File: config.mk
export PLATFORM = sky130hd
export DESIGN_NAME = hv_pwm_intb_encode
export DESIGN_NICKNAME = d
export VERILOG_FILES = /design/src/rtl/hv_pwm_intb_encode.sv
export SDC_FILE = /design/constraint.sdc
export NUM_CORES = 1
export LEC_CHECK = 0
export ABC_AREA = 1
export BUFFER_PORTS_ARGS = -buffer_cell sky130_fd_sc_hd__buf_2
export CAP_MARGIN = 5
export CORE_MARGIN = 2
export CORE_UTILIZATION = 40
export CTS_CLUSTER_DIAMETER = 30
export DETAILED_ROUTE_END_ITERATION = 10
export GPL_TIMING_DRIVEN = 0
export MAX_ROUTING_LAYER = met4
export SYNTH_ARGS = -nofsm -noshare
export SYNTH_HDL_FRONTEND = slang
export SYNTH_SLANG_ARGS = --single-unit
File: constraint.sdc
create_clock -name i_clk -period 1.5 [get_ports i_clk]
set_input_delay 0.225 -clock i_clk [delete_from_list [all_inputs] [get_ports i_clk]]
set_output_delay 0.225 -clock i_clk [all_outputs]
set_load 0.05 [all_outputs]
File: src/rtl/hv_pwm_intb_encode.sv
// HV-side PWM/INTB encoder: turns each HV interrupt level change into an edge burst
// (1 toggle for assert, 3 toggles for deassert) followed by a quiet hold.
module hv_pwm_intb_encode #(
    parameter int EDGE_GAP_CYC = 6,
    parameter int QUIET_CYC    = 16,
    parameter int CNT_W        = $clog2(((EDGE_GAP_CYC > QUIET_CYC) ? EDGE_GAP_CYC : QUIET_CYC) + 1)
) (
    input  logic i_clk,
    input  logic i_rst,
    input  logic i_en,
    input  logic i_hv_intb_n,
    output logic o_hv_pwm_intb_n,
    output logic o_busy,
    output logic o_burst_done,
    output logic o_rpt_intb_n
);

    typedef enum logic [1:0] {IDLE, GAP, QUIET} state_t;

    localparam logic [CNT_W-1:0] GAP_END   = CNT_W'(EDGE_GAP_CYC);
    localparam logic [CNT_W-1:0] QUIET_END = CNT_W'(QUIET_CYC);
    localparam logic [CNT_W-1:0] CNT_ONE   = CNT_W'(1);

    state_t           state, state_nx;
    logic [CNT_W-1:0] cnt, cnt_nx;
    logic [1:0]       tog, tog_nx;
    logic             line, line_nx;
    logic             rpt, rpt_nx;
    logic             busy, busy_nx;
    logic             done, done_nx;

    always_ff @(posedge i_clk) begin
        if (i_rst) begin
            state <= IDLE;
            cnt   <= '0;
            tog   <= '0;
            line  <= 1'b1;
            rpt   <= 1'b1;
            busy  <= 1'b0;
            done  <= 1'b0;
        end else begin
            state <= state_nx;
            cnt   <= cnt_nx;
            tog   <= tog_nx;
            line  <= line_nx;
            rpt   <= rpt_nx;
            busy  <= busy_nx;
            done  <= done_nx;
        end
    end

    always_comb begin
        state_nx = state;
        cnt_nx   = cnt;
        tog_nx   = tog;
        line_nx  = line;
        rpt_nx   = rpt;
        busy_nx  = busy;
        done_nx  = 1'b0;
        case (state)
            IDLE: begin
                // The level is committed at burst start; changes during the burst
                // are only re-evaluated once we are back here.
                if (i_en && (i_hv_intb_n != rpt)) begin
                    rpt_nx   = i_hv_intb_n;
                    line_nx  = ~line;
                    tog_nx   = i_hv_intb_n ? 2'd2 : 2'd0;
                    cnt_nx   = CNT_ONE;
                    busy_nx  = 1'b1;
                    state_nx = i_hv_intb_n ? GAP : QUIET;
                end
            end
            GAP: begin
                if (cnt == GAP_END) begin
                    line_nx = ~line;
                    tog_nx  = tog - 2'd1;
                    cnt_nx  = CNT_ONE;
                    if (tog == 2'd1) state_nx = QUIET;
                end else begin
                    cnt_nx = cnt + CNT_ONE;
                end
            end
            QUIET: begin
                if (cnt == QUIET_END) begin
                    done_nx  = 1'b1;
                    busy_nx  = 1'b0;
                    cnt_nx   = '0;
                    state_nx = IDLE;
                end else begin
                    cnt_nx = cnt + CNT_ONE;
                end
            end
            default: begin
                state_nx = IDLE;
                cnt_nx   = '0;
                tog_nx   = '0;
            end
        endcase
    end

    assign o_hv_pwm_intb_n = line;
    assign o_busy          = busy;
    assign o_burst_done    = done;
    assign o_rpt_intb_n    = rpt;

endmodule
### After elaboration in Yosys (flattened, before gate mapping)

Cells that the tools add are included.

* input bits: 4
* memories: 0
* output and inout port bits: 4
* memory bits (writable): 0
* latch bits: 0
* register bits: 13
* memory bits (read-only): 0

* mux-type cells: 21
* shift operators: 0
* equality and inequality tests: 10
* reductions and logical operators: 10
* $mul: 0
* divide/modulo/power cells: 0
* bitwise logic cells: 2
* magnitude comparators: 0
* add/subtract/negate cells: 2

Operators by type and width (count)
* 2-bit two-way mux: 8
* 5-bit two-way mux: 3
* 5-bit one-hot mux with 3 select lines: 1
* 2-bit one-hot mux with 3 select lines: 2
* 3-bit AND reduction: 3
* 2-bit != test (second input constant): 4
* 5-bit by 1-bit adder with 5-bit output (second input constant): 1
* 5-bit by 3-bit == test with 1-bit output (second input constant): 1
* 5-bit == test (second input constant): 1
* 1-bit two-way mux: 5
* 2-bit by 1-bit == test with 1-bit output (second input constant): 2
* 1-bit one-hot mux with 2 select lines: 2
* 4-bit AND reduction: 1
* 2-bit nonzero test: 2
* 2-bit == test (second input constant): 1
* 2-bit zero test: 1
* 1-bit NOT: 2
* 2-bit AND reduction: 1
* 2-bit OR reduction: 1
* 2-bit by 1-bit subtractor with 2-bit output (second input constant): 1
* 1-bit logical AND: 1
* 1-bit != test: 1

### Depth between registers and ports, before layout

* depth after elaboration: 4
* depth in mapped cells: 10
* mapped depth without buffers: 10

### Worst setup path before layout

Ideal clock, no wire load.

* path kind: flip-flop to flip-flop
* start: reg rpt, in the netlist o_rpt_intb_n
* end: reg cnt[2]
* arrival time: 1.241 ns
* library setup time: 0.109 ns
* stages on the path, launching flop included: 10
* slack: 0.150 ns
* data required time: 1.391 ns
* cell sequence: dfxtp_1 > inv_1 > nand2_1 > nand3_1 > nand2_2 > inv_1 > nand2_1 > nand3_1 > nand2_1 > inv_1

* word-level cells in the longest chain between the ends: 3

RTL lines
* start, declared: RTL line 28 `logic rpt, rpt_nx;`
* start signal, assigned: RTL line 46 `rpt <= rpt_nx;`
* 1-bit != test: RTL line 64 `if (i_en && (i_hv_intb_n != rpt)) begin`
* 1-bit logical AND: RTL line 64
* 2-bit != test (no line)
* end signal, assigned: RTL line 43 `cnt <= cnt_nx;`
* end, declared: RTL line 25 `logic [CNT_W-1:0] cnt, cnt_nx;`

Every way passes these cells.
A chain may end at the register's enable or synchronous reset.

### Worst setup path after layout

* start: reg cnt[0]
* end: reg state[0]

* word-level cells in the longest chain between the ends: 3

RTL lines
* 5-bit == test or 5-bit by 3-bit == test with 1-bit output (tied branches): RTL line 84, 74
* 2-bit != test (no line)
* 4-bit AND reduction (no line) *
* end signal, assigned: RTL line 42 `state <= state_nx;`
* end, declared: RTL line 24 `state_t state, state_nx;`

Every way passes the cells marked *; elsewhere a longest branch is shown, timed or not.

==> impl_metrics.csv <==
group,metric,value,unit
timing,period_needed,1.36,ns
worst_setup_path,rr_worst_depth,9,
route,wirelength,1.52,mm
job,cap_violations,0,
worst_setup_path,r2r_start,"cnt[0]",
timing,hold_violations,0,
yosys,yosysWarningCount,0,
worst_setup_path,slowest_delay,0.36,ns
timing,tns,0,ns
cts,clock_latency,0.28,ns
global_route,antenna_found_initial,0,
floorplanning,rows,15,
yosys,synth_top_area_share,35.1,%
worst_setup_path,worstReg2RegEnd,"state[0]",
timing,finalCritPeriodShare,90.7,%
global_route,grt_pass1_wl,2.57,mm
cts,cts_sinks,13,
global_route,track_usage,17.5,%
cells_and_area,post-route-cell-area,838,um2
run_status,status,"completed",
yosys,synthesis.nets,120,
cells_and_area,synthToLayoutAreaGrowth,13.0,%
route,dr_wl_met2,746,um
cells_and_area,diodes,0,
worst_setup_path,path_cells,"inv_1 -> ha_1 -> nand2_1 -> inv_1 -> nand2_1 -> nand2_2 -> nand2_1 -> nor3_1 -> nor2_1",
route,firstDrtPassIters,4,
power_and_ir_drop,power_density,1620,nW/um2
power_and_ir_drop,ir_drop,1270,uV
cts,htreeDepth,1,
timing,holdWs,0.255,ns
route,routed.top_layer,"met4",
timing,max_slew_margin,76.1,%
worst_setup_path,critical_path_required,1.68,ns
timing,slew_viol_final,0,
cells_and_area,instances_no_fill,147,
yosys,ys_async_sr_fraction,0,%
worst_setup_path,critPathKind,"flop to flop",
min_path,min_path_type,"input pin to flop",
route,ant_nets,0,
floorplanning,core-area,1730,um2
route,drcViolationCount,0,
cts,clock_path_buffers,2,
placement,place_inst,143,
cells_and_area,num-fill-cells,190,
cts,cts_buffers,3,
yosys,yosysSeqAreaShare,35.1,%
timing,worst_slew_pin_slew,0.358,ns
yosys,syn_area,742,um2
worst_setup_path,r2r_setup_slack,0.14,ns
worst_setup_path,worst_path_most_repeated_cell,"nand2_1",
worst_setup_path,worstPathArrival,1.54,ns
floorplanning,io_pins,8,
timing,finClkSkew,0.000863,ns
route,met3_length,54,um
worst_setup_path,startpoint_type,"flop",
placement,gp_congestion,0.806,
worst_setup_path,startpoint,"cnt[0]",
placement,io_buffers,6,
worst_setup_path,crit_end,"state[0]",
route,wl_met1,699,um
route,vias,690,
placement,placed_cell_area,803,um2
cells_and_area,nets,131,
yosys,synth_top_area_cell,"dfxtp_1",
yosys,yosysMostFrequentCell,"nand2_1",
timing,rsz0062_at_grt,"false",
timing,fmax,735,MHz
worst_setup_path,cp_slowest_cell,"dfxtp_4",
yosys,synth_edf_count,0,
yosys,synth_seq_cells,13,
yosys,synth.area.top_cells,"dfxtp_1, nand2_1, nand3_1",
yosys,yosys-top-cells-count,"nand2_1, inv_1, nand3_1, dfxtp_1, nor2_1",
global_route,grt_pass1_vias,607,
route,drtIter0Drc,7,
floorplanning,dieArea,2220,um2
cts,clockRootBuffer,"clkbuf_4",
timing,setup_viol,0,
floorplanning,die_x,47.1,um
floorplanning,start_util,43.0,%
cells_and_area,drive_gt1_share,18.0,%
cts,cts.clk_slew.worst_paths,0.08,ns
route,wl_per_cell,10.3,um
global_route,grt_start_max_net_pins,9,
global_route,gr-total-overflow,0,
yosys,ys.flop_type,"dfxtp_1",
placement,dp_hpwl,1.19,mm
yosys,avgSynthCellArea,6.62,um2
route,via_per_inst,4.69,
yosys,synth_cell_types,19,
cts,cts_tree,"built",
yosys,post_synth_inst_count,112,
floorplanning,die_h,47.1,um
worst_setup_path,endpoint_kind,"flop",
power_and_ir_drop,leakagePower,0.421,nW
worst_setup_path,cp_max_fo,5,
==> critical path: cells and delay by family (launching register included) <==
kind                     cells  cell delay (ns)
AND/OR/NAND/NOR              6             0.59
flip-flops                   1             0.36
buffers and inverters        2             0.15
adder cells (fa/ha/maj)      1             0.15
==> layout make-up <==
class	count	area, um2	area share (%)
Multi-Input combinational cell	80	414	49.4
Sequential cell	13	265	31.6
Inverter	18	67.6	8.06
Tap cell	25	31.3	3.73
Timing Repair Buffer	6	30.0	3.58
Clock buffer	4	26.3	3.13
Buffer	1	3.75	0.448
==> metrics by stage <==
step | power [mW] | util [%] | setup slack [ns]
final | 1.36 | 48.6 | 0.140
after global routing | 1.50 | 48.6 | 0.00545
after CTS | 1.36 | 48.0 | 0.0627
after detailed placement | 1.14 | 46.5 | 0.0882
after global placement | 1.12 | 46.5 | 0.127
after floorplan | 1.00 | - | 0.150
==> timing repair <==
action                     in CTS  in global routing
setup buffers                   0                  0
setup endpoints to repair       0                  8
gates resized for setup         0                  5
hold buffers                    0                  0
==> cells by family after synthesis <==
group	count (synthesis)	synth area share, %
simple gates	65	40.1
buf+inv	19	9.61
flops	13	35.1
compound gates	11	8.43
fa+ha+maj	4	6.75
==> how the worst min path moves through the flow <==
stage	endpoint	start	slack, ns	depth (start not counted)
3_3_place_gp	o_busy	o_busy	0.47	2
2_1_floorplan	o_rpt_intb_n	i_hv_intb_n	0.42	2
5_1_grt	o_rpt_intb_n	i_hv_intb_n	0.27	3
4_1_cts	o_rpt_intb_n	i_hv_intb_n	0.25	3
6_report	o_rpt_intb_n	i_hv_intb_n	0.26	3
3_5_place_dp	o_busy	o_busy	0.47	2
==> state kept, by name (all words and copies together) (netlist names) <==
signal and flops:
cnt 5, state 2, tog 2, o_burst_done 1, o_busy 1, o_hv_pwm_intb_n 1
o_rpt_intb_n 1
==> report_power, final <==
| part | total (mW) | leakage (nW) | internal (mW) | switching, mW |
|---|---|---|---|---|
| sequential | 0.499 | 0.107 | 0.424 | 0.0751 |
| clock | 0.222 | 0.0150 | 0.103 | 0.119 |
| combinational | 0.634 | 0.298 | 0.200 | 0.434 |
| total | 1.36 | 0.421 | 0.728 | 0.628 |
==> cell usage in the layout (no fill, tap or decap) <==
cell type,n
a21o_1,1
a21oi_1,6
buf_1,1
buf_2,6
clkbuf_1,1
clkbuf_4,3
dfxtp_1,11
dfxtp_2,1
dfxtp_4,1
ha_1,4
inv_1,16
inv_2,2
nand2_1,28
nand2_2,5
nand3_1,14
nand3_2,1
nand4_1,2
nor2_1,11
nor2_2,1
nor2_4,1
nor3_1,2
o211ai_1,1
o21ai_0,1
o21ai_2,1
o21bai_1,1
==> routing by layer <==
metal  up-vias  GRT usage, %
met5         -             -
met4         0          6.67
met3         2          5.77
met2        10          28.5
met1       302          20.0
li1        376             -
Note: power is estimated with default switching activity, not from simulation.
